`src/rtl/mult_share_arbiter.sv`:
```
// -----------------------------------------------------------------------------
// mult_share_arbiter
//   Shares one sequential 8x8 multiplier (start/done handshake, 16-bit product)
//   between NREQ requesters. A round-robin arbiter picks a requester, latches
//   its operands, pulses mult_start and waits for mult_done. The product goes
//   back to the owning requester. A watchdog ends the wait with an error
//   response if done never arrives.
//
// Ports
//   clk           rising-edge clock
//   reset_a       synchronous active-high reset
//   req           per-requester request level
//   a_in, b_in    packed operands, requester i at bits [8i+7:8i]
//   gnt           one-hot grant pulse (operands captured)
//   rsp_valid     one-hot response pulse
//   rsp_product   product, valid with rsp_valid, held until the next response
//   rsp_err       watchdog timeout flag, valid with rsp_valid
//   busy          high whenever the controller is not idle
//   mult_start    one-cycle start pulse to the multiplier
//   mult_a/mult_b operands to the multiplier, stable from grant to response
//   mult_done     multiplier completion (only honoured while waiting)
//   mult_product  multiplier result
// -----------------------------------------------------------------------------
module mult_share_arbiter #(
  parameter int NREQ    = 4,
  parameter int TIMEOUT = 16
) (
  input  logic              clk,
  input  logic              reset_a,
  input  logic [NREQ-1:0]   req,
  input  logic [8*NREQ-1:0] a_in,
  input  logic [8*NREQ-1:0] b_in,
  output logic [NREQ-1:0]   gnt,
  output logic [NREQ-1:0]   rsp_valid,
  output logic [15:0]       rsp_product,
  output logic              rsp_err,
  output logic              busy,
  output logic              mult_start,
  output logic [7:0]        mult_a,
  output logic [7:0]        mult_b,
  input  logic              mult_done,
  input  logic [15:0]       mult_product
);

  localparam int IDXW = (NREQ > 1) ? $clog2(NREQ) : 1;
  localparam int WDW  = $clog2(TIMEOUT);
  localparam logic [WDW-1:0]  WD_LAST  = WDW'(TIMEOUT - 1);
  localparam logic [IDXW-1:0] PTR_RST  = IDXW'(NREQ - 1);
  localparam logic [NREQ-1:0] ONE_HOT0 = {{(NREQ-1){1'b0}}, 1'b1};

  typedef enum logic [2:0] {
    S_IDLE  = 3'd0,
    S_GRANT = 3'd1,
    S_START = 3'd2,
    S_WAIT  = 3'd3,
    S_RESP  = 3'd4
  } state_t;

  // Round-robin search: first set request strictly after ptr, wrapping.
  // Returns {found, index}.
  function automatic logic [IDXW:0] rr_pick(input logic [NREQ-1:0] r,
                                            input logic [IDXW-1:0] p);
    logic            found;
    logic [IDXW-1:0] idx;
    int              cand;
    found = 1'b0;
    idx   = {IDXW{1'b0}};
    for (int k = 1; k <= NREQ; k++) begin
      cand = (int'(p) + k) % NREQ;
      if (!found && r[IDXW'(cand)]) begin
        found = 1'b1;
        idx   = IDXW'(cand);
      end
    end
    return {found, idx};
  endfunction

  function automatic logic [NREQ-1:0] one_hot(input logic [IDXW-1:0] idx);
    return ONE_HOT0 << idx;
  endfunction

  state_t          state_r;
  state_t          state_next_s;
  logic [IDXW-1:0] ptr_r;
  logic [IDXW-1:0] owner_r;
  logic [WDW-1:0]  wd_r;
  logic [IDXW:0]   pick_s;
  logic            pick_valid_s;
  logic [IDXW-1:0] pick_idx_s;

  logic [NREQ-1:0] gnt_r;
  logic [NREQ-1:0] rsp_valid_r;
  logic [15:0]     rsp_product_r;
  logic            rsp_err_r;
  logic            busy_r;
  logic            mult_start_r;
  logic [7:0]      mult_a_r;
  logic [7:0]      mult_b_r;

  assign pick_s       = rr_pick(req, ptr_r);
  assign pick_valid_s = pick_s[IDXW];
  assign pick_idx_s   = pick_s[IDXW-1:0];

  assign gnt         = gnt_r;
  assign rsp_valid   = rsp_valid_r;
  assign rsp_product = rsp_product_r;
  assign rsp_err     = rsp_err_r;
  assign busy        = busy_r;
  assign mult_start  = mult_start_r;
  assign mult_a      = mult_a_r;
  assign mult_b      = mult_b_r;

  // State register.
  always_ff @(posedge clk) begin
    if (reset_a) begin
      state_r <= S_IDLE;
    end else begin
      state_r <= state_next_s;
    end
  end

  // Next-state logic; done has priority over the watchdog in the last cycle.
  always_comb begin
    state_next_s = state_r;
    case (state_r)
      S_IDLE: begin
        if (pick_valid_s) begin
          state_next_s = S_GRANT;
        end else begin
          state_next_s = S_IDLE;
        end
      end
      S_GRANT: state_next_s = S_START;
      S_START: state_next_s = S_WAIT;
      S_WAIT: begin
        if (mult_done) begin
          state_next_s = S_RESP;
        end else if (wd_r == WD_LAST) begin
          state_next_s = S_RESP;
        end else begin
          state_next_s = S_WAIT;
        end
      end
      S_RESP:  state_next_s = S_IDLE;
      default: state_next_s = S_IDLE;
    endcase
  end

  // Datapath and registered outputs; pulses are rebuilt every cycle.
  always_ff @(posedge clk) begin
    if (reset_a) begin
      ptr_r         <= PTR_RST;
      owner_r       <= {IDXW{1'b0}};
      wd_r          <= {WDW{1'b0}};
      gnt_r         <= {NREQ{1'b0}};
      rsp_valid_r   <= {NREQ{1'b0}};
      rsp_product_r <= 16'h0000;
      rsp_err_r     <= 1'b0;
      busy_r        <= 1'b0;
      mult_start_r  <= 1'b0;
      mult_a_r      <= 8'h00;
      mult_b_r      <= 8'h00;
    end else begin
      gnt_r        <= {NREQ{1'b0}};
      rsp_valid_r  <= {NREQ{1'b0}};
      mult_start_r <= 1'b0;
      busy_r       <= (state_next_s != S_IDLE);
      case (state_r)
        S_IDLE: begin
          if (pick_valid_s) begin
            owner_r  <= pick_idx_s;
            mult_a_r <= a_in[{pick_idx_s, 3'b000} +: 8];
            mult_b_r <= b_in[{pick_idx_s, 3'b000} +: 8];
            gnt_r    <= one_hot(pick_idx_s);
          end
        end
        S_GRANT: begin
          mult_start_r <= 1'b1;
        end
        S_START: begin
          wd_r <= {WDW{1'b0}};
        end
        S_WAIT: begin
          if (mult_done) begin
            rsp_product_r <= mult_product;
            rsp_err_r     <= 1'b0;
            rsp_valid_r   <= one_hot(owner_r);
          end else if (wd_r == WD_LAST) begin
            rsp_product_r <= 16'h0000;
            rsp_err_r     <= 1'b1;
            rsp_valid_r   <= one_hot(owner_r);
          end else begin
            wd_r <= wd_r + WDW'(1);
          end
        end
        S_RESP: begin
          ptr_r <= owner_r;
        end
        default: begin
          ptr_r <= ptr_r;
        end
      endcase
    end
  end

endmodule

```
`config.mk`:
```
export PLATFORM = sky130hd
export DESIGN_NAME = mult_share_arbiter
export DESIGN_NICKNAME = d
export VERILOG_FILES = /design/src/rtl/mult_share_arbiter.sv
export SDC_FILE = /design/constraint.sdc
export NUM_CORES = 1
export LEC_CHECK = 0
export ABC_CLOCK_PERIOD_IN_PS = 2000
export CELL_PAD_IN_SITES_DETAIL_PLACEMENT = 2
export CELL_PAD_IN_SITES_GLOBAL_PLACEMENT = 2
export CORE_MARGIN = 2
export CORE_UTILIZATION = 31
export CTS_CLUSTER_DIAMETER = 40
export DETAILED_ROUTE_END_ITERATION = 10
export DONT_BUFFER_PORTS = 1
export MAX_ROUTING_LAYER = met4
export PLACE_DENSITY = 0.72
export SYNTH_ARGS = -nofsm -noshare
export SYNTH_HDL_FRONTEND = slang
export SYNTH_SLANG_ARGS = --single-unit
```
`constraint.sdc`:
```
create_clock -name clk -period 2 [get_ports clk]
set_input_delay 0.6 -clock clk [delete_from_list [all_inputs] [get_ports clk]]
set_output_delay 0.6 -clock clk [all_outputs]
set_load 0.1 [all_outputs]
```
==> summary.txt <==
Tmin final -> 1.93 ns
setup bufs post-CTS -> 0
commonest non-fill, non-tap cell in the layout -> buf_4
n_diodes -> 0
DRT iter0 DRCs -> 80
Fin. Hold Viols -> 0
CP delay by family, top -> multiplexers
slowest CP cell -> dfxtp_1
met2 Track Usage GR -> 0.351
CP Buf/Inv Count -> 1
final net count -> 401
Final ANT Viol Nets -> 0
relative slew slack -> 0.582
crit-path max cell delay -> 0.42 ns
layout cell share with drive strength beyond 1 -> 0.299
total number of vias -> 2,295
RSZ-0062 raised after global routing -> false
H-tree depth -> 2
pwr/cell area -> 963 nW/µm²
most frequent cells in the layout -> buf_4, dfxtp_1, nor2_1
die width -> 93.4 µm
met1 usage -> 0.203
TritonCTS clock tree -> built
port buffer count -> 0
Hold Buf Count CTS -> 0
Worst Skew -> 0.00865 ns
via/cell ratio -> 5.52
hold slack -> 0.341 ns
die span in y -> 93.4 µm
die footprint -> 8730 µm²
dpl hpwl -> 6510 µm
clock root buffer -> clkbuf_8
first-pass GRT wire length -> 12,800 µm
setup TNS -> 0 ns
R2R setup slack -> 0.07 ns
Critical Path Stages -> 6
vias in the first global route -> 2,519
initial core utilization -> 0.321
Worst-path clk slew -> 0.11 ns
Core Rows -> 32
GPL Wtd Cong -> 0.759
worst skew pair latency -> 0.31 ns
clock tree sinks -> 54
MaxCap Viol Count -> 0
Yosys cell types -> 51
IO Count -> 130
warnings from Yosys -> 0
Max FO, Critical Path -> 7
status -> complete, no violations
CP Data Arrival Time -> 2.15 ns
synthesized instance count -> 263
DRT Wirelength -> 8430 µm
Design Area, Final -> 3140 µm²
Synth Area per Inst -> 9.43 µm²
crit end category -> register
Hold Path Class -> primary input to register
pre-CTS setup slack -> -0.0733 ns
CORE AREA -> 7730 µm²
drt pass-1 iters -> 4
Final WS setup -> 0.0670 ns
hold path depth -> 1
synth top area cells -> dfxtp_1, a221o_1, a22oi_1
GRT Overall Usage -> 0.193
Core Util, Final -> 0.406
most used routing layer -> met2
Seq/Total Area, Yosys -> 0.436
post-cts resize count -> 0
Setup crit start kind -> register
final-report max-slew violation count -> 0
critical path required time -> 2.21 ns
P_leak -> 0.00134 µW
routing usage on met3 -> 0.0637
# setup viols final -> 0
fillcell total -> 867
area share of the largest cell type after synthesis -> 0.436
Worst Max-Slew Pin Slew -> 0.627 ns
wire per inst -> 20.3 µm
DR DRC count -> 0
largest net degree at the start of global routing -> 37
Tcrit/Tclk final -> 0.967
Syn Nets -> 351
IR drop worst, VDD -> 0.000328 V
Yosys reg bits -> 54
CP cell instances -> mux2i_1, o2bb2ai_2, nor2_4, buf_12, mux2_2, a221o_1
FF-to-FF path depth -> 6
CTS Buf Count -> 5
critical path type -> register to register
largest area contributor in the netlist -> dfxtp_1
total grt overflow -> 0
area grow syn2layout -> 26.5%
Post-DP Area -> 3020 µm²
Max Fclk -> 0.517 GHz
Clock Path Buffers -> 2
initial antenna violation count -> 0
Netlist Area Pre-Place -> 2480 µm²
==> worst reg2reg max path: stages (launching register included) <==
cell and delay [ns]:
dfxtp_1 0.42, mux2i_1 0.30, o2bb2ai_2 0.14, nor2_4 0.19, buf_12 0.14, mux2_2 0.33
a221o_1 0.33
==> layout make-up <==
cell class	instances	area, µm²	area share
clock buffers	5	68.8	0.0219
clock inverters	3	48.8	0.0156
inverters	1	3.75	0.00120
multi-input cells	189	1320	0.420
flip-flops and latches	54	1080	0.344
well taps	102	128	0.0407
repair buffers	62	490	0.156
==> synthesized netlist by cell type (all sizes together) <==
cell type and n:
nand2 13, o221ai 3, nand3b 5, a31oi 2, a221o 13, ha 1, a21o 2, a32oi 1
o211ai 1, nand2b 1, nor4 4, inv 1, a21oi 17, clkbuf 11, a31o 1, a211oi 2
and2 2, or4 1, nor2b 2, o21ai 13, o2bb2ai 1, nor2 31, nor4b 2, o21bai 1
a211o 2, a2bb2oi 1, mux2 13, nor3 4, a22oi 16, buf 8, dfxtp 54, and3 7
o21ba 1, mux2i 7, a21boi 1, o21a 1, nand3 15, a41oi 1, nand4 1
==> sequential cells by signal, summed over array words and instances (netlist names) <==
register and cells:
rsp_valid 4, gnt 4, rsp_product 16, mult_start 1, ptr_r 2, wd_r 4, owner_r 2, mult_a 8
busy 1, state_r 3, mult_b 8, rsp_err 1
==> worst paths after layout <==
path,start,endpoint
max,ptr_r[1],mult_a[7]
min,reset_a,rsp_product[14]
max reg2reg,ptr_r[1],mult_a[7]
min reg2reg,mult_a[2],mult_a[2]
==> layer usage <==
layer  vias to the layer above  routed length (µm)  share of wire
met3                         7                 718          0.085
met4                         0                  38         0.0045
met1                      1111                3330           0.39
li1                       1082                   -              -
met5                         -                   0              0
met2                        95                4350           0.52
==> kinds of logic after synthesis <==
family,Yosys count,share of synthesized area
AND/OR/NAND/NOR,88,0.190
AO/OA/AOI/OAI,80,0.235
flip-flops,54,0.436
buffers and inverters,20,0.0373
multiplexers,20,0.0964
adder cells (fa/ha/maj),1,0.00504
==> per-stage QoR <==
step / std cells / power (µW)
2_1_floorplan: 263 / 2020
3_3_place_gp: 408 / 2240
3_5_place_dp: 408 / 2270
4_1_cts: 416 / 3060
5_1_grt: 416 / 3160
6_report: 416 / 3020
==> power breakdown <==
group,switching [µW],leakage [µW],internal (µW),total [µW]
sequential,46.4,0.000440,1160,1200
combinational,747,0.000843,286,1030
clock,403,0.0000563,382,786
(Power assumes the default switching activity.)
==> RTL edit (same flow settings) <==
Register the output `rsp_err` once more, with the module's reset; this adds one clock of latency there. The other outputs are not delayed to match.
--- a/src/rtl/mult_share_arbiter.sv
+++ b/src/rtl/mult_share_arbiter.sv
@@ -104,7 +104,13 @@
   assign gnt         = gnt_r;
   assign rsp_valid   = rsp_valid_r;
   assign rsp_product = rsp_product_r;
-  assign rsp_err     = rsp_err_r;
+  always_ff @(posedge clk) begin
+    if (reset_a) begin
+      rsp_err <= '0;
+    end else begin
+      rsp_err <= rsp_err_r;
+    end
+  end
   assign busy        = busy_r;
   assign mult_start  = mult_start_r;
   assign mult_a      = mult_a_r;
Function: same outputs for any inputs over 4 cycles, from zero or initial values and one cycle with reset_a high; that may be too few to reach the edited logic, so the function may still have changed.
==> RTL edit against the original RTL <==
Sequential cell count is 1 higher. Die area is 4.8% higher. Total power is 1.3% lower. Design area is 2.2% higher. Setup slack better by 0.18 ns. Final cell count is 3.8% higher. Non-clock buffer count is 2 lower. Area after synthesis is 5.0% higher. Highest routed layer unchanged. Routed wire length is 2.4% lower. Critical path type unchanged.
==> RTL edit: results (changes against the original RTL) <==
dpl ws=-0.0180 ns (+0.0552 ns); number of placed instances, taps included=425 (+4.2%); Seq/Total Area, Yosys=0.423 (-0.0133); multiplexer area fraction after synthesis=0.0807 (-0.0157); most area-consuming cells after synthesis=dfxtp_1 (42%), mux2i_1 (8.1%), a211o_1 (4.7%); core utilization of the finished layout=0.392 (-0.0140); overall routed net length=8.23 mm (-2.4%); via count of the first global-routing pass=2577 (+2.3%); VDD IR max=269 uV (-18%); slew margin rel.=0.692 (+0.110); most common library cells after synthesis=dfxtp_1 (55), nor2_1 (31), nand2_1 (26), mux2i_1 (21), a22oi_1 (16); DR vias/cell=5.43 (-1.5%); count of sequential standard cells=55 (+1.9%); hpwl dp=6.46 mm (-0.66%); wire length per cell after detailed routing=19.0 um (-6.0%); CP Data Arrival Time=1.94 ns (-0.21 ns); signal buffers share of area=0.152 (-0.00407); ClkCell Share=0.0320 (-0.00547); GRT Resource Usage Total=0.184 (-0.00843); Std-Cell Core Area=8180 um^2 (+5.8%); status=finished clean; Final Hold Slack=0.367 ns (+0.0252 ns); fill cell instance count of the final layout=937 (+8.1%); library cells used by synthesis=47 (-7.8%); maximum number of pins on one net before global-route repair=39 (+5.4%); maximum fanout along the worst path=8 (+1); Clock Power=716 uW (-8.9%); synthesized instance count=281 (+6.8%); count of multi-input combinational gates=202 (+6.9%); Clock Skew=0.00963 ns (+0.000977 ns); ratio of cells with drive above 1 in the final layout=0.260 (-0.0394); Slowest cell on crit path=dfxtp_2; Max stage delay on crit path=0.40 ns (-0.02 ns); count of plain and timing-repair buffers=60 (-3.2%); master cell of the clock root buffer=clkbuf_8; clock buf count=6 (+1); share of the final layout cell area in sequential cells=0.344 (-0.000625); worst min-delay path endpoint=state_r[0]; Synth Area in Compound Gates=0.244 (+0.00888); Cell Area, Placed=3100 um^2 (+2.6%); part of the total power dissipated in the clock network=0.240 (-0.020); routability congestion estimate from global placement=0.741 (-2.3%); post-synthesis net count=369 (+5.1%); multi-input logic portion of the cell area=0.427 (+0.00754); Leakage Power=1.36 nW (+1.5%); wire length of the first global-routing pass=12.7 mm (-0.97%); violation count after the first detailed-route iteration=66 (-18%)
[RTL edit: cell count changes in the layout (fill, tap and decap cells not counted), sizes merged, moves of 2 or more]
cell    delta
nand2b     +2
buf        -2
mux2      -13
nand2     +14
nand3b     -2
a21oi     -12
a221o     -13
nand3      -2
mux2i     +14
o211ai    +11
a211o     +12
nor2       +2
[RTL edit: routing by layer]
metal | global-route usage | vias to the layer above | routed length (um) | part of all wire
met5 | - | - | 0 | 0
met4 | 0.0452 | 0 | 63 | 0.0077
met3 | 0.0545 | 4 | 719 | 0.087
met2 | 0.331 | 91 | 4260 | 0.52
met1 | 0.198 | 1129 | 3180 | 0.39
li1 | - | 1123 | - | -
[RTL edit: repair_timing]
| action | CTS | global route |
|---|---|---|
| gates resized for setup | 0 | 2 |
| hold buffers | 0 | 0 |
| hold endpoints to repair | 0 | 0 |
| endpoints found under the setup margin | 0 | 3 |
